## src/rtl/div_seq_pkg.sv

```systemverilog
// Shared types and constants for the iterative divide sequencer.
package div_seq_pkg;

  typedef enum logic [1:0] {
    DIV_FREE   = 2'b00,
    DIV_BYZERO = 2'b01,
    DIV_ON     = 2'b10,
    DIV_END    = 2'b11
  } div_state_e;

  localparam logic DivResultReady    = 1'b1;
  localparam logic DivResultNotReady = 1'b0;
  localparam logic DivStart          = 1'b1;
  localparam logic DivStop           = 1'b0;
  localparam logic DivSigned         = 1'b1;
  localparam logic DivUnsigned       = 1'b0;

endpackage

```

## src/rtl/div_seq_step.sv

```systemverilog
// One restoring-division iteration: shift {rem,quo} left, trial-subtract, select.
module div_step #(
  parameter int unsigned DATA_W = 32
) (
  input  logic [DATA_W:0]   rem_i,
  input  logic [DATA_W-1:0] quo_i,
  input  logic [DATA_W-1:0] dvs_i,
  output logic [DATA_W:0]   rem_o,
  output logic [DATA_W-1:0] quo_o
);

  logic [DATA_W+1:0] rem_sh;
  logic [DATA_W+1:0] diff;

  // Extra top bit turns the borrow into a plain sign test.
  assign rem_sh = {rem_i, quo_i[DATA_W-1]};
  assign diff   = rem_sh - {2'b00, dvs_i};

  always_comb begin
    if (!diff[DATA_W+1]) begin
      rem_o = diff[DATA_W:0];
    end else begin
      rem_o = rem_sh[DATA_W:0];
    end
    quo_o = {quo_i[DATA_W-2:0], ~diff[DATA_W+1]};
  end

endmodule

```

## src/rtl/div_seq.sv

```systemverilog
// Iterative signed/unsigned divider, one quotient bit per cycle, with stall and flush.
module div_seq
  import div_seq_pkg::*;
#(
  parameter int unsigned DATA_W = 32,
  parameter int unsigned CNT_W  = 6
) (
  input  logic                  clk,
  input  logic                  rst,
  input  logic                  start_i,
  input  logic                  annul_i,
  input  logic                  signed_div_i,
  input  logic [DATA_W-1:0]     opdata1_i,
  input  logic [DATA_W-1:0]     opdata2_i,
  output logic [2*DATA_W-1:0]   result_o,
  output logic                  ready_o,
  output logic                  stall_req_o
);

  div_state_e            state_q, state_d;
  logic [CNT_W-1:0]      cnt_q, cnt_d;
  logic [DATA_W:0]       rem_q, rem_d, rem_nx;
  logic [DATA_W-1:0]     quo_q, quo_d, quo_nx;
  logic [DATA_W-1:0]     dvs_q, dvs_d;
  logic                  sa_q, sa_d, sb_q, sb_d, sg_q, sg_d;
  logic [2*DATA_W-1:0]   result_q, result_d;
  logic                  ready_q, ready_d;
  logic [DATA_W-1:0]     op1_abs, op2_abs, quo_fix, rem_fix;

  div_step #(.DATA_W(DATA_W)) u_step (
    .rem_i (rem_q),
    .quo_i (quo_q),
    .dvs_i (dvs_q),
    .rem_o (rem_nx),
    .quo_o (quo_nx)
  );

  assign op1_abs = (signed_div_i == DivSigned && opdata1_i[DATA_W-1]) ? -opdata1_i : opdata1_i;
  assign op2_abs = (signed_div_i == DivSigned && opdata2_i[DATA_W-1]) ? -opdata2_i : opdata2_i;

  // Fixup works on the final step output so the result lands on the last iteration edge.
  assign quo_fix = (sg_q == DivSigned && sa_q != sb_q) ? -quo_nx : quo_nx;
  assign rem_fix = (sg_q == DivSigned && sa_q) ? -rem_nx[DATA_W-1:0] : rem_nx[DATA_W-1:0];

  assign stall_req_o = start_i && !annul_i && (state_q != DIV_END);
  assign result_o    = result_q;
  assign ready_o     = ready_q;

  always_comb begin
    state_d  = state_q;
    cnt_d    = cnt_q;
    rem_d    = rem_q;
    quo_d    = quo_q;
    dvs_d    = dvs_q;
    sa_d     = sa_q;
    sb_d     = sb_q;
    sg_d     = sg_q;
    result_d = result_q;
    ready_d  = ready_q;
    case (state_q)
      DIV_FREE: begin
        if (start_i == DivStart && !annul_i) begin
          if (opdata2_i == '0) begin
            state_d = DIV_BYZERO;
          end else begin
            state_d = DIV_ON;
            cnt_d   = '0;
            rem_d   = '0;
            quo_d   = op1_abs;
            dvs_d   = op2_abs;
            sa_d    = opdata1_i[DATA_W-1];
            sb_d    = opdata2_i[DATA_W-1];
            sg_d    = signed_div_i;
          end
        end
      end
      DIV_BYZERO: begin
        if (annul_i) begin
          state_d = DIV_FREE;
          ready_d = DivResultNotReady;
        end else begin
          state_d  = DIV_END;
          result_d = '0;
        end
      end
      DIV_ON: begin
        if (annul_i) begin
          state_d = DIV_FREE;
          ready_d = DivResultNotReady;
        end else begin
          rem_d = rem_nx;
          quo_d = quo_nx;
          cnt_d = cnt_q + CNT_W'(1);
          if (cnt_q == CNT_W'(DATA_W - 1)) begin
            result_d = {rem_fix, quo_fix};
            ready_d  = DivResultReady;
            state_d  = DIV_END;
          end
        end
      end
      DIV_END: begin
        if (start_i == DivStop) begin
          state_d  = DIV_FREE;
          ready_d  = DivResultNotReady;
          result_d = '0;
        end else begin
          ready_d = DivResultReady;
        end
      end
      default: state_d = DIV_FREE;
    endcase
  end

  always_ff @(posedge clk) begin
    if (rst) begin
      state_q  <= DIV_FREE;
      cnt_q    <= '0;
      rem_q    <= '0;
      quo_q    <= '0;
      dvs_q    <= '0;
      sa_q     <= 1'b0;
      sb_q     <= 1'b0;
      sg_q     <= DivUnsigned;
      result_q <= '0;
      ready_q  <= DivResultNotReady;
    end else begin
      state_q  <= state_d;
      cnt_q    <= cnt_d;
      rem_q    <= rem_d;
      quo_q    <= quo_d;
      dvs_q    <= dvs_d;
      sa_q     <= sa_d;
      sb_q     <= sb_d;
      sg_q     <= sg_d;
      result_q <= result_d;
      ready_q  <= ready_d;
    end
  end

endmodule
```

## config.mk

```make
export PLATFORM = sky130hd
export DESIGN_NAME = div_seq
export DESIGN_NICKNAME = d
export VERILOG_FILES = /design/src/rtl/div_seq_pkg.sv /design/src/rtl/div_seq_step.sv /design/src/rtl/div_seq.sv
export SDC_FILE = /design/constraint.sdc
export NUM_CORES = 1
export LEC_CHECK = 0
export BUFFER_PORTS_ARGS = -buffer_cell sky130_fd_sc_hd__buf_2
export CORE_UTILIZATION = 61
export CTS_BUF_LIST = sky130_fd_sc_hd__clkbuf_4
export DETAILED_ROUTE_END_ITERATION = 10
export PLACE_DENSITY = 0.82
export SYNTH_ARGS = -nofsm -noshare
export SYNTH_HDL_FRONTEND = slang
export SYNTH_SLANG_ARGS = --single-unit
```

## constraint.sdc

```tcl
create_clock -name clk -period 7.12 [get_ports clk]
set_input_delay 1.424 -clock clk [delete_from_list [all_inputs] [get_ports clk]]
set_output_delay 1.424 -clock clk [all_outputs]
set_load 0.01 [all_outputs]
```

# Word-level counts from Yosys, hierarchy flattened
# Index checks and enable logic that the tools add are counted.
dict set report classes {
  n_addsub 6
  eq_ne 14
  n_mux 34
  n_bitwise 2
  n_reduce_logical 16
}
# operator count
set op_table {}
lappend op_table {{$mux 64} 4}
lappend op_table {{$mux 32} 7}
lappend op_table {{$pmux 64 s3} 1}
lappend op_table {{$mux 33} 4}
lappend op_table {{$neg 32->32} 4}
lappend op_table {{$pmux 33 s2} 1}
lappend op_table {{$pmux 32 s2} 1}
lappend op_table {{$sub 34x32->34} 1}
lappend op_table {{$logic_not 32->1} 1}
lappend op_table {{$mux 6} 3}
lappend op_table {{$ne 2x2->1 const B} 8}
lappend op_table {{$mux 2} 6}
lappend op_table {{$pmux 6 s2} 1}
lappend op_table {{$reduce_and 3->1} 3}
lappend op_table {{$pmux 2 s4} 1}
lappend op_table {{$add 6x1->6 const B} 1}
lappend op_table {{$eq 6x5->1 const B} 1}
lappend op_table {{$logic_and 1x1->1} 6}
lappend op_table {{$reduce_and 5->1} 1}
lappend op_table {{$eq 2x2->1 const B} 2}
lappend op_table {{$mux 1} 4}
lappend op_table {{$reduce_and 4->1} 1}
lappend op_table {{$ne 3x3->1 const B} 1}
lappend op_table {{$pmux 1 s3} 1}
lappend op_table {{other kinds (7)} 8}
dict set report word_totals {
  regBits 173
  in_bits 69
  out_inout_bits 66
  elab_cells 82
}

# Longest topological paths before layout
dict set report logic_depth {
  word_depth 7
  depth_mapped 24
  mapped_depth_nobuf 21
}

# Modules after synthesis
# From an unflattened synthesis, not the netlist that was laid out.
dict set report unflattened {
  hier_cells 1509
  hier_area_um2 11775.0
}
# module n_inst cells_per_inst area_per_inst_um2 seq_area_each_um2
set modules_own_cells {}
lappend modules_own_cells {div_seq 1 1172 9328.9 3463.3}
lappend modules_own_cells {div_step 1 337 2446.1 0.0}

# Least setup slack after synthesis
# OpenSTA, ideal clock, no wires.
dict set report synth_path {
  path_kind {reg-to-reg}
  from {register rem_q[11]}
  to {register result_q[58] (netlist: result_o[58])}
  setup_time_ns 0.127
  t_arrival_ns 4.832
  slack_ns 2.161
  stages_incl_launch_ff 21
  n_path_buf 3
  synth_period_minus_slack_ns 4.959
  cell_sequence {dfxtp_1 ha_1 buf_2 a21oi_2 o21ai_1 a221oi_2 a211oi_4 o21a_2 nor2_4 buf_2 buf_1 mux2i_1 ha_1 nand3_1 or4_1 nor3b_1 a31oi_1 or3_4 o21ai_1 xor2_1 o21ai_1}
}
dict set report synth_via {
  elab_chain_len 7
}
# element line
set synth_lines {}
lappend synth_lines {{start: declaration} div_seq.sv:22} ;# logic [DATA_W:0] rem_q, rem_d, rem_nx;
lappend synth_lines {{start signal: assignment} div_seq.sv:129} ;# rem_q <= rem_d;
lappend synth_lines {{$sub 34x32->34} div_seq_step.sv:17} ;# assign diff = rem_sh - {2'b00, dvs_i};
lappend synth_lines {{$mux 33 *} div_seq_step.sv:20} ;# if (!diff[DATA_W+1]) begin
lappend synth_lines {{$neg 32->32} div_seq.sv:43} ;# assign rem_fix = (sg_q == DivSigned && sa_q) ? -rem_nx[DATA_W-1:0] : rem_nx[DATA_W-1:0];
lappend synth_lines {{$mux 32 *} div_seq.sv:43}
lappend synth_lines {{$mux 64 *} div_seq.sv:94} ;# if (cnt_q == CNT_W'(DATA_W - 1)) begin
lappend synth_lines {{$mux 64 *} div_seq.sv:87} ;# if (annul_i) begin
lappend synth_lines {{$pmux 64 s3 *} div_seq.sv:60} ;# case (state_q)
lappend synth_lines {{end signal: assignment} div_seq.sv:135} ;# result_q <= result_d;
lappend synth_lines {{end: declaration} div_seq.sv:26} ;# logic [2*DATA_W-1:0] result_q, result_d;
# Every way passes the cells marked *; elsewhere a longest branch is shown, timed or not. The select of a mux whose other input is x is not followed.
# A chain may end at the register's enable or synchronous reset.

# Final worst setup path
dict set report layout_path {
  from {register rem_q[5]}
  to {register result_q[58] (netlist: result_o[58])}
}
# The elaborated chain is that of the path after synthesis.

==> flow_summary.json <==
{
  "final_area_sq_um": 12830,
  "finalHoldViolations": 0,
  "wirelength_um": 34390,
  "hpwl_um": 26050,
  "insertion_delay_ns": 0.59,
  "cts.htree.levels": 4,
  "tightest_slew_ns": 1.139,
  "cts_hold_buf": 0,
  "cts.sinks": 173,
  "cts_root_buffer": "clkbuf_4",
  "synth.largest_area_cell": "dfxtp_1",
  "rows": 50,
  "wire_per_inst_um": 17.59,
  "syn_nets": 1726,
  "final_core_util": 0.6791,
  "fin_worst_skew_ns": 0.03274,
  "clk_transition_reported_paths_ns": 0.16,
  "cts_resized": 0,
  "holdPathStages": 2,
  "setup_ws_ns": 2.036,
  "grt_overflow": 0,
  "vias": 11976,
  "io_buffers": 134,
  "die_h_um": 141.6,
  "critPathMaxFanout": 11,
  "drive_gt1_frac": 0.1257,
  "crit_path_end_kind": "register",
  "synthTopCellsByCount": "219 x nand2_1, 210 x nor2_1, 173 x dfxtp_1, 131 x a21oi_1, 108 x o21ai_0",
  "netlist_top_cells_area": "dfxtp_1 29%, nand2_1 6.9%, nor2_1 6.6%, xnor2_1 5.7%, a21oi_1 5.5%",
  "hp-class": "reg -> reg",
  "cts_buffer_depth": 2,
  "grt_pass1_vias": 10401,
  "timing.rr.start": "rem_q[5]",
  "core_area_sq_um": 18890,
  "rsz0062_at_grt": "false",
  "synth-seq-area-share": 0.2913,
  "r2r_setup_slack_ns": 2.04,
  "tritoncts": "built",
  "cts_inserted_buffers": 17,
  "num-nets-final": 1792,
  "reg2regPathDepth": 20,
  "power_density_nw_per_um2": 275.2,
  "synth_most_common_cell": "nand2_1",
  "start_util": 0.6292,
  "finalCritPeriodShare": 0.7141,
  "maxSlewViolCount": 0,
  "max_freq_mhz": 196.7,
  "grt_max_degree": 105,
  "ir_worst_vdd_mv": 0.3762,
  "drtAntennaViolNets": 0,
  "synth.distinct_cells": 85,
  "final_cell_count_no_fill": 1955,
  "num_io_pins": 135,
  "placedCellCount": 1922,
  "grt_use_total": 0.3429,
  "setup_viol": 0,
  "min_period_ns": 5.084,
  "fillers": 1707,
  "postCtsSetupBuffers": 0,
  "rr_endpoint": "result_o[58]",
  "whs_endpoint": "result_o[63]",
  "cp.arrival_ns": 5.54,
  "cp.required_ns": 7.57,
  "ys_ff_latch": 173,
  "synth_edf_count": 0,
  "synth_cells": 1615,
  "drv_cap": 0,
  "placed_area_sq_um": 12550,
  "routabilityCongestion": 0.9990,
  "synth_top_area_frac": 0.2913,
  "drt-initial-drc-count": 1241,
  "synth_flop_cell": "dfxtp_1",
  "dp_slack_ns": 1.799,
  "die_w_um": 141.6,
  "status": "finished, final reports clean",
  "holdWs_ns": 0.4566,
  "worstSetupPathType": "reg -> reg",
  "multi_input_area_sq_um": 7806,
  "async_flop_share": 0,
  "area.growth.synth_to_final_pct": 7.936,
  "avgViaCountPerCell": 6.126,
  "leakage_nw": 5.017,
  "drc": 0,
  "syn_area_sq_um": 11890,
  "dieArea_sq_um": 20050,
  "relSlewSlack": 0.2396,
  "startpoint_type": "register",
  "drt-pass1-iter-count": 6,
  "antenna_found_initial": 1,
  "synth-warning-count": 0,
  "fin_tns_setup_ns": 0,
  "hold_start": "result_o[63]",
  "totalPowerFinal_mw": 3.531,
  "seqCellArea_sq_um": 3463,
  "grt_pass1_wl_um": 54690,
  "avgSynthCellArea_sq_um": 7.361
}
## cells by family (layout without fill, tap and decap cells)
family,after synthesis,count (layout),synth area share
simple gates,621,621,0.2396
fa+ha+maj,42,42,0.04484
flops,173,173,0.2913
compound gates,451,451,0.2383
buf+inv,153,232,0.05294
other cells,0,1,0
xor+xnor,145,145,0.1068
mux,30,30,0.02621
## where the power goes
| part | internal [mW] | switching [mW] |
|---|---|---|
| combinational | 0.595 | 1.23 |
| clock | 0.158 | 0.409 |
| sequential | 1.05 | 0.0891 |
| total | 1.81 | 1.73 |
## layer usage
metal | track usage | vias up | part of all wire
met3 | 0.04725 | 51 | 0.096
met1 | 0.5175 | 5485 | 0.46
met4 | 0.09168 | 0 | 0.018
met5 | 0 | - | 0
li1 | - | 5821 | -
met2 | 0.5064 | 619 | 0.42
## how the worst max path moves through the flow
stage,start,endpoint,depth (start not counted)
after floorplan,rem_q[11],result_o[58],20
after global placement,opdata2_i[3],rem_q[15],13
after detailed placement,opdata2_i[3],rem_q[15],13
after CTS,rem_q[5],result_o[58],20
after global routing,rem_q[5],result_o[58],20
final,rem_q[5],result_o[58],20
## cell usage in the layout (no fill, tap or decap), drive strengths merged, types with 16 or more instances in the layout
cell,count
xnor2,77
ha,41
xor2,68
o31ai,16
a211oi,40
inv,65
nand2,219
a21oi,133
clkbuf,17
a22oi,51
o21ai,126
buf,144
nor2,211
nor3,34
nand3,29
a31oi,16
or3,25
dfxtp,173
mux2i,24
## registers in the layout, summed over array words and instances (netlist names), 2 cells and up
register and cells:
rem_q 33, result_o 64, quo_q 32, state_q 2
cnt_q 6, dvs_q 32
## area by class of cell
class	count	area share
Sequential cell	173	0.2699
Tap cell	260	0.02535
Clock buffer	17	0.009946
Multi-Input combinational cell	1289	0.6084
Timing Repair Buffer	144	0.05831
Clock inverter	15	0.01151
Antenna cell	1	0.0001950
Inverter	56	0.01638
## critical path: stages, from the launching register on
cell      delay [ns]
dfxtp_1         0.39
ha_1            0.45
a21oi_1         0.35
o21ai_1         0.18
a221oi_2        0.42
a211oi_4        0.13
o21a_2          0.27
nor2_4          0.20
inv_2           0.11
nand2_1         0.07
o21ai_0         0.12
inv_1           0.08
ha_1            0.25
nand3_1         0.09
or4_1           0.51
nor3b_1         0.21
a31oi_1         0.23
or3_4           0.49
o21ai_1         0.15
xor2_1          0.17
o21ai_1         0.07
(Power assumes the default switching activity.)
